`src/rtl/timer_pkg.sv`:
```
// Shared definitions for the timer bank: mode encodings, one-shot FSM states
// and the width of the configuration channel index.
package timer_pkg;

    localparam logic MODE_PERIODIC = 1'b0;
    localparam logic MODE_ONESHOT  = 1'b1;

    localparam int CFG_CH_W = 4;

    typedef enum logic {
        ST_IDLE = 1'b0,
        ST_RUN  = 1'b1
    } state_e;

endpackage

```
`src/rtl/timer_bank_if.sv`:
```
// Control, configuration and status bundle of the timer bank.
interface timer_bank_if
    import timer_pkg::*;
#(
    parameter int WIDTH    = 25,
    parameter int CHANNELS = 4
);

    logic [CHANNELS-1:0] enable;
    logic [CHANNELS-1:0] mode;
    logic [CHANNELS-1:0] start;
    logic                cfg_we;
    logic [CFG_CH_W-1:0] cfg_ch;
    logic [WIDTH-1:0]    cfg_period;
    logic [CHANNELS-1:0] seg;
    logic [CHANNELS-1:0] tick;
    logic [CHANNELS-1:0] busy;

    modport master (
        output enable, mode, start, cfg_we, cfg_ch, cfg_period,
        input  seg, tick, busy
    );

    modport slave (
        input  enable, mode, start, cfg_we, cfg_ch, cfg_period,
        output seg, tick, busy
    );

endinterface

```
`src/rtl/timer_channel.sv`:
```
// One terminal-count timer: shadow/active period, counter, one-shot FSM and
// registered q/tick/busy. seg is the active-low view of q.
module timer_channel #(
    parameter int               WIDTH          = 25,
    parameter logic [WIDTH-1:0] DEFAULT_PERIOD = 25'd24999999
) (
    input  logic             clock,
    input  logic             reset,
    input  logic             enable_i,
    input  logic             mode_i,
    input  logic             start_i,
    input  logic             wr_en_i,
    input  logic [WIDTH-1:0] wr_period_i,
    output logic             seg_o,
    output logic             tick_o,
    output logic             busy_o
);
    import timer_pkg::*;

    logic [WIDTH-1:0] cnt_q;
    logic [WIDTH-1:0] shadow_q;
    logic [WIDTH-1:0] active_q;
    state_e           state_q;
    logic             mode_q;
    logic             q_q;
    logic             tick_q;
    logic             busy_q;

    always_ff @(posedge clock) begin
        if (reset) begin
            cnt_q    <= '0;
            shadow_q <= DEFAULT_PERIOD;
            active_q <= DEFAULT_PERIOD;
            state_q  <= ST_IDLE;
            // Track the mode during reset so a mode held across reset is not seen as a change.
            mode_q   <= mode_i;
            q_q      <= 1'b0;
            tick_q   <= 1'b0;
            busy_q   <= 1'b0;
        end else begin
            mode_q <= mode_i;
            tick_q <= 1'b0;
            if (wr_en_i) begin
                shadow_q <= wr_period_i;
            end

            if (mode_i != mode_q) begin
                cnt_q   <= '0;
                q_q     <= 1'b0;
                busy_q  <= 1'b0;
                state_q <= ST_IDLE;
            end else if (mode_q == MODE_PERIODIC) begin
                if (enable_i) begin
                    if (cnt_q == active_q) begin
                        cnt_q    <= '0;
                        q_q      <= ~q_q;
                        tick_q   <= 1'b1;
                        active_q <= shadow_q;
                    end else begin
                        cnt_q <= cnt_q + WIDTH'(1);
                    end
                end
            end else begin
                case (state_q)
                    ST_IDLE: begin
                        if (start_i && enable_i) begin
                            state_q  <= ST_RUN;
                            q_q      <= 1'b1;
                            busy_q   <= 1'b1;
                            cnt_q    <= '0;
                            active_q <= shadow_q;
                        end
                    end
                    ST_RUN: begin
                        if (enable_i) begin
                            // Retrigger wins over a coincident terminal count.
                            if (start_i) begin
                                cnt_q <= '0;
                            end else if (cnt_q == active_q) begin
                                cnt_q   <= '0;
                                q_q     <= 1'b0;
                                tick_q  <= 1'b1;
                                busy_q  <= 1'b0;
                                state_q <= ST_IDLE;
                            end else begin
                                cnt_q <= cnt_q + WIDTH'(1);
                            end
                        end
                    end
                    default: state_q <= ST_IDLE;
                endcase
            end
        end
    end

    assign seg_o  = ~q_q;
    assign tick_o = tick_q;
    assign busy_o = busy_q;

endmodule

```
`src/rtl/timer_bank.sv`:
```
// Bank of independent terminal-count timers: decodes period writes to a
// per-channel strobe and gathers the channel outputs.
module timer_bank
    import timer_pkg::*;
#(
    parameter int               WIDTH          = 25,
    parameter int               CHANNELS       = 4,
    parameter logic [WIDTH-1:0] DEFAULT_PERIOD = 25'd24999999
) (
    input logic         clock,
    input logic         reset,
    timer_bank_if.slave bus
);

    logic [CHANNELS-1:0] wr_en;
    logic [CHANNELS-1:0] seg_w;
    logic [CHANNELS-1:0] tick_w;
    logic [CHANNELS-1:0] busy_w;

    for (genvar gi = 0; gi < CHANNELS; gi++) begin : g_ch
        // Indices at or above CHANNELS match no channel and are dropped.
        assign wr_en[gi] = bus.cfg_we && (bus.cfg_ch == CFG_CH_W'(gi));

        timer_channel #(
            .WIDTH          (WIDTH),
            .DEFAULT_PERIOD (DEFAULT_PERIOD)
        ) u_channel (
            .clock       (clock),
            .reset       (reset),
            .enable_i    (bus.enable[gi]),
            .mode_i      (bus.mode[gi]),
            .start_i     (bus.start[gi]),
            .wr_en_i     (wr_en[gi]),
            .wr_period_i (bus.cfg_period),
            .seg_o       (seg_w[gi]),
            .tick_o      (tick_w[gi]),
            .busy_o      (busy_w[gi])
        );
    end

    assign bus.seg  = seg_w;
    assign bus.tick = tick_w;
    assign bus.busy = busy_w;

endmodule

```
`src/flat_wrapper.sv`:
```
// flat-port wrapper written by rule: the top's interface ports become plain ports
module timer_bank_flat import timer_pkg::*;
#(
    parameter int               WIDTH          = 25,
    parameter int               CHANNELS       = 4,
    parameter logic [WIDTH-1:0] DEFAULT_PERIOD = 25'd24999999
)
  (clock, reset, bus_enable, bus_mode, bus_start, bus_cfg_we, bus_cfg_ch, bus_cfg_period, bus_seg, bus_tick, bus_busy);
  timer_bank_if #(.WIDTH(WIDTH), .CHANNELS(CHANNELS)) bus_i ();
  input logic clock;
  input logic reset;
  input wire logic [$bits(bus_i.enable)-1:0] bus_enable;
  input wire logic [$bits(bus_i.mode)-1:0] bus_mode;
  input wire logic [$bits(bus_i.start)-1:0] bus_start;
  input wire logic [$bits(bus_i.cfg_we)-1:0] bus_cfg_we;
  input wire logic [$bits(bus_i.cfg_ch)-1:0] bus_cfg_ch;
  input wire logic [$bits(bus_i.cfg_period)-1:0] bus_cfg_period;
  output wire logic [$bits(bus_i.seg)-1:0] bus_seg;
  output wire logic [$bits(bus_i.tick)-1:0] bus_tick;
  output wire logic [$bits(bus_i.busy)-1:0] bus_busy;
  assign bus_i.enable = bus_enable;
  assign bus_i.mode = bus_mode;
  assign bus_i.start = bus_start;
  assign bus_i.cfg_we = bus_cfg_we;
  assign bus_i.cfg_ch = bus_cfg_ch;
  assign bus_i.cfg_period = bus_cfg_period;
  assign bus_seg = bus_i.seg;
  assign bus_tick = bus_i.tick;
  assign bus_busy = bus_i.busy;
  timer_bank #(.WIDTH(WIDTH), .CHANNELS(CHANNELS), .DEFAULT_PERIOD(DEFAULT_PERIOD)) u_core (.clock(clock), .reset(reset), .bus(bus_i));
endmodule
```
`config.mk`:
```
export PLATFORM = sky130hd
export DESIGN_NAME = timer_bank_flat
export DESIGN_NICKNAME = d
export VERILOG_FILES = /design/src/rtl/timer_pkg.sv /design/src/rtl/timer_bank_if.sv /design/src/rtl/timer_channel.sv /design/src/rtl/timer_bank.sv /design/src/flat_wrapper.sv
export SDC_FILE = /design/constraint.sdc
export NUM_CORES = 1
export LEC_CHECK = 0
export ABC_AREA = 0
export CAP_MARGIN = 20
export CORE_UTILIZATION = 65
export CTS_BUF_LIST = sky130_fd_sc_hd__clkbuf_8
export CTS_CLUSTER_SIZE = 16
export DETAILED_ROUTE_END_ITERATION = 7
export PLACE_DENSITY_LB_ADDON = 0.3
export SETUP_SLACK_MARGIN = 0.2
export SYNTH_ARGS = -nofsm -noshare
export SYNTH_HDL_FRONTEND = slang
export SYNTH_SLANG_ARGS = --single-unit
```
`constraint.sdc`:
```
create_clock -name clock -period 3.6 [get_ports clock]
set_input_delay 0.36 -clock clock [delete_from_list [all_inputs] [get_ports clock]]
set_output_delay 0.36 -clock clock [all_outputs]
set_load 0.01 [all_outputs]
```
==> impl_results.md <==
* Status: completed
* Layout net count at 1846
* Initial antenna violation count at 1
* DIE AREA at 0.0230 mm²
* Minimum clock period after layout at 2.61 ns
* Fillcell total at 1708
* Clock Latency Late Sink at 0.59 ns
* Synth warnings at 0
* Gr usage total at 30.9%
* Vias in the first global route at 11720
* Resized cells post-CTS at 0
* Vias post-DR at 12616
* CTS H-tree depth at 2
* GRT Residual Overflow at 0
* Design Power at 7.02 mW
* Post-synth EDFFs at 0
* Unrepaired setup endpoints after global routing: false
* Commonest non-fill, non-tap cell in the layout: nand2_1
* Compound-Gate Fraction of Synth Area at 8.49%
* Worst slew pin tran at 0.953 ns
* Sequential share of the synthesized area at 44.0%
* Post-synthesis area per instance at 8.14 µm²
* Peak VDD IR at 0.338 mV
* Detailed Route Iter0 Violations at 898
* CP required at 4.04 ns
* Predominant post-synthesis flop cell: dfxtp_1
* XOR/XNOR Fraction of Synth Area at 9.69%
* Period utilisation layout at 72.5%
* # clock sinks at 320
* Util after Layout at 73.4%
* Setup bufs post-CTS at 0
* Starting Density at 66.5%
* Largest net degree at the start of global routing at 71
* Adder-Cell Fraction of Synth Area at 0.344%
* Post-DRT Antenna Nets at 0
* Clock Tree Root: clkbuf_8
* Final WS setup at 0.989 ns
* Vias per cell at 5.97
* Drt drc at 0
* Critical path peak fanout at 25
* Mapped Cells at 1789
* Mapped cell area at 0.0146 mm²
* Post-Syn Nets at 1837
* Cells after DPL at 2026
* LEAKAGE at 6.11 nW
* Critical path arrival at 3.05 ns
* Worst r2r path cells at 6
* DP HPWL at 24000 µm
* Max Fclk at 383 MHz
* First-pass GRT wire length at 56800 µm
* Critical path class: reg2reg
* Total core area at 0.0219 mm²
* Most frequent cell on the critical path: nand3_1
* Setup TNS at 0 ns
* Hold Crit Depth at 1
* Asr flop ratio synth at 0%
* First-pass DRT Iterations at 5
* Wire per inst at 16.7 µm
* Clk_skew at 0.0233 ns
* Clk buf depth at 3
* Share of cells above drive strength 1 at 6.93%
* Flops & latches, synth at 320
* Fin. max-slew vios at 0
* Most frequent cells in the layout: nand2_1, dfxtp_1, nand3_1, nor2_1, xor2_1
* Hold buffer count at cts at 0
* CP Launch Type: flop
* Synth cell types at 69
* Simple-Gate Fraction of Synth Area at 29.6%
* Worst-path clk slew at 0.07 ns
* Port bufs at 55
* TritonCTS clock tree: yes
* CTS buffer count at 50
* Cell Pwr Density at 437 mW/mm²
* Critical-path cell list: xor2_1, nor4_1, nand4_1, or4_1, nand3_1, nand3_1
* Fin cells at 2114
* Critical path's slowest cell: or4_1
* Hold Fails Final Rpt at 0
* Final WL at 35300 µm
* CP Capture Type: flop
* Die height at 152 µm
* Max-Cap Viols at 0
* DIE WIDTH at 152 µm
* Site Rows at 54
* Area Overhead vs Synth at 10.3%
* Pre-CTS setup slack at 0.999 ns
* Relative slew margins at 36.3%
* GP Congestion at 0.900
* Post-synthesis mux area share at 3.66%
* Worst hold path class: in2reg
* Setup violators final at 0
* Max incr delay on CP at 0.91 ns
* I/O pin count at 56
* Largest family of logic cells by synthesized area: simple AND/OR/NAND/NOR gates
final timing paths:
check	start	end	slack (ns)
max	u_core.g_ch[2].u_channel.cnt_q[22]	u_core.g_ch[2].u_channel.active_q[22]	0.99
min	bus_mode[1]	u_core.g_ch[1].u_channel.mode_q	0.33
max reg2reg	u_core.g_ch[2].u_channel.cnt_q[22]	u_core.g_ch[2].u_channel.active_q[22]	0.99
min reg2reg	u_core.g_ch[0].u_channel.shadow_q[15]	u_core.g_ch[0].u_channel.shadow_q[15]	0.45
final cells by class:
cell class / count / area (µm²) / area share (%)
antenna: 1 / 2.50 / 0.0156
clock buffer: 65 / 895 / 5.57
inverter: 17 / 66.3 / 0.413
clock inverter: 22 / 95.1 / 0.592
multi-input combinational: 1333 / 7540 / 46.9
timing repair buffer: 76 / 706 / 4.39
tap: 280 / 350 / 2.18
sequential: 320 / 6410 / 39.9
layer usage:
metal  GRT usage (%)  vias to the layer above  share of wire, %
li1                -                     6152                 -
met1            39.8                     5947                42
met2            50.5                      422                47
met3            4.64                       95               6.7
met4            15.5                        0               4.0
met5               0                        -                 0
worst max-delay path, delay by kind of cell, from the launching register on:
family	cells	cell delay, ns
XOR/XNOR	1	0.16
AND/OR/NAND/NOR	5	1.93
flip-flops	1	0.36
state kept, by name (all words and copies together), names as in the netlist:
register	flops
u_core.g_ch.u_channel.active_q	100
u_core.g_ch.u_channel.busy_o	4
u_core.g_ch.u_channel.cnt_q	100
u_core.g_ch.u_channel.mode_q	4
u_core.g_ch.u_channel.q_q	4
u_core.g_ch.u_channel.shadow_q	100
u_core.g_ch.u_channel.state_q	4
u_core.g_ch.u_channel.tick_o	4
cell families after synthesis:
| kind of cell | after synthesis |
|---|---|
| multiplexers | 53 |
| XOR/XNOR | 161 |
| flip-flops | 320 |
| buffers and inverters | 136 |
| AND/OR/NAND/NOR | 903 |
| adder cells (fa/ha/maj) | 4 |
| AO/OA/AOI/OAI | 212 |
cell usage after synthesis (8+ instances only):
cell | number | area [µm²]
inv_1 | 17 | 63.8
or2_2 | 8 | 50.1
o21ai_0 | 72 | 360
buf_4 | 16 | 120
buf_2 | 11 | 55.1
nor4_1 | 24 | 150
a31oi_1 | 16 | 100
nor2_1 | 174 | 653
nand4b_1 | 10 | 87.6
buf_1 | 9 | 33.8
nor3_1 | 24 | 120
mux2i_1 | 51 | 510
xor2_1 | 115 | 1010
and4_1 | 9 | 78.8
and3_1 | 16 | 100
nor2b_1 | 12 | 75.1
dfxtp_1 | 320 | 6410
nand4_1 | 28 | 175
a21oi_1 | 78 | 390
and2_1 | 11 | 68.8
clkbuf_1 | 78 | 293
nand3_1 | 216 | 1080
xnor2_1 | 46 | 403
nand2_1 | 322 | 1210
per-stage QoR:
stage	hold slack [ns]	cell area (µm²)
final	0.327	16100
after global routing	0.337	16100
after CTS	0.298	16100
after detailed placement	0.444	15100
after global placement	0.440	15100
after floorplan	0.388	14600
where the power goes:
part	leakage [nW]	switching [mW]	internal, mW	total [mW]
sequential	2.59	0.0352	3.59	3.62
combinational	2.95	0.245	0.133	0.377
clock	0.569	1.41	1.61	3.02
No activity file was read; power rests on OpenSTA's default activity.
==> variant: new RTL, same settings <==
The package constant `CFG_CH_W` goes from 4 to 5.
--- a/src/rtl/timer_pkg.sv
+++ b/src/rtl/timer_pkg.sv
@@ -6,5 +6,5 @@
     localparam logic MODE_ONESHOT  = 1'b1;
 
-    localparam int CFG_CH_W = 4;
+    localparam int CFG_CH_W = 5;
 
     typedef enum logic {
Interface: changed (resized bus_cfg_ch); port bits go from 56 to 57. The function was not compared with the original's and may differ.
==> variant against the unedited design <==
Wire length decreased by 4.0%. Combinational power decreased by 11%. Area after synthesis decreased by 0.32%. Total power increased by 0.53%. First-iteration DRC count decreased by 10%. Critical path depth unchanged. Design area about the same. Sequential cell count unchanged. Setup slack got worse by 61 ps.
==> variant: results <==
metrics = {
    "run_status": {
        "outcome": "finished clean",
    },
    "critical_path": {
        "cp.arrival_ps": 3080,
        "critPathMaxStageDelay_ps": 930,
        "critPathMaxFanout": 25,
        "cpMaxStageDelayCell": "or4_1",
    },
    "logic_synthesis": {
        "synth_adder_area_share_pct": 0.345,
        "synth_area_per_cell_sq_um": 8.12,
        "synth_compound_area_share_pct": 7.73,
        "synthMuxAreaShare_pct": 5.45,
        "ys_top_cells_by_count": "335 x nand2_1, 320 x dfxtp_1, 209 x nor2_1, 168 x nand3_1, 104 x xnor2_1",
        "yosysWarnings": 0,
        "seq_area_frac_synth_pct": 44.2,
        "ys_async_sr_fraction_pct": 0,
        "synthTopCellsByArea": "dfxtp_1 44%, nand2_1 8.7%, xnor2_1 6.3%, nand3_1 5.8%, mux2i_1 5.5%",
        "synth-xor-area-share_pct": 9.83,
        "synth_top_flop_cell": "dfxtp_1",
        "synthDistinctLibCells": 64,
    },
    "place": {
        "dpl.hpwl_um": 22800,
        "placedCellCount": 2022,
        "portBuffers": 56,
        "dpl-instance-area_sq_um": 15000,
        "gp_congestion": 0.909,
    },
    "cells_and_area": {
        "layout-drive-gt1-share_pct": 6.21,
        "fillers": 1670,
        "diodes": 0,
        "fin_cells": 2115,
        "nets": 1845,
    },
    "drt": {
        "drt_iter0_markers": 807,
        "drt_pass1_iterations": 5,
        "wire_per_inst_um": 16.0,
        "vias": 12300,
    },
    "global_route": {
        "grt_pass1_vias": 11500,
        "antenna_found_initial": 0,
        "grt_pass1_wl_um": 55500,
        "grt_max_degree": 79,
        "grt_use_total_pct": 30.2,
    },
    "cts": {
        "cts_resized": 0,
        "clk_pin_slew_worst_paths_ps": 60,
        "htree_num_levels": 2,
        "cts_made_buffers": 52,
        "ctsLongestPathBuffers": 3,
        "clk_latency_ps": 580,
    },
    "timing": {
        "skew_ps": 17.7,
        "maxSlewHeadroom_pct": 30.0,
    },
    "power": {
        "peakVddDrop_mv": 0.347,
        "p_leak_uw": 0.00623,
    },
    "min_path": {
        "hold_path_class": "input pin to flip-flop",
    },
}
variant: metrics by stage:
step	utilization (%)	worst slack (ps)
floorplan	-	1500
global placement	68.8	962
detailed placement	68.8	850
CTS	73.5	963
global route	73.5	749
finish	73.5	928
variant: cell type report:
type | instances | share of cell area, %
well taps | 280 | 2.18
clock buffers | 65 | 5.57
repair buffers | 72 | 4.23
clock inverters | 28 | 0.912
inverters | 24 | 0.577
flip-flops and latches | 320 | 39.9
multi-input cells | 1326 | 46.6
variant: power by group:
group          switching, uW  total, uW  leakage [uW]  internal, uW
clock                   1430       3120      0.000608          1690
combinational            217        335       0.00303           118
sequential              26.6       3600       0.00259          3570
variant: path summary, 6_finish.rpt:
kind                                                      from                                                  to  slack, ps  cells past startpoint
max             u_core.g_ch[0].u_channel.cnt_q[3]$_SDFFE_PP0P_  u_core.g_ch[0].u_channel.active_q[14]$_SDFFE_PP1P_        930                      6
min                                                bus_mode[3]             u_core.g_ch[3].u_channel.mode_q$_DFF_P_        310                      1
max reg2reg     u_core.g_ch[0].u_channel.cnt_q[3]$_SDFFE_PP0P_  u_core.g_ch[0].u_channel.active_q[14]$_SDFFE_PP1P_        930                      6
min reg2reg  u_core.g_ch[3].u_channel.shadow_q[8]$_SDFFE_PP0P_   u_core.g_ch[3].u_channel.shadow_q[8]$_SDFFE_PP0P_        450                      2
variant: worst max-delay path, delay by kind of cell (launching register included):
kind                      cells  cell delay, ps
xor gates and xnor gates      1             100
and+or+nand+nor               5            1990
DFF                           1             430
variant: per-layer routing:
layer | vias up | routed length, um | track usage [%] | part of all wire (%)
li1 | 6051 | - | - | -
met1 | 5762 | 14400 | 38.5 | 43
met2 | 382 | 16200 | 50.6 | 48
met3 | 94 | 2110 | 5.06 | 6.2
met4 | 0 | 1180 | 12.5 | 3.5
met5 | - | 0 | 0 | 0
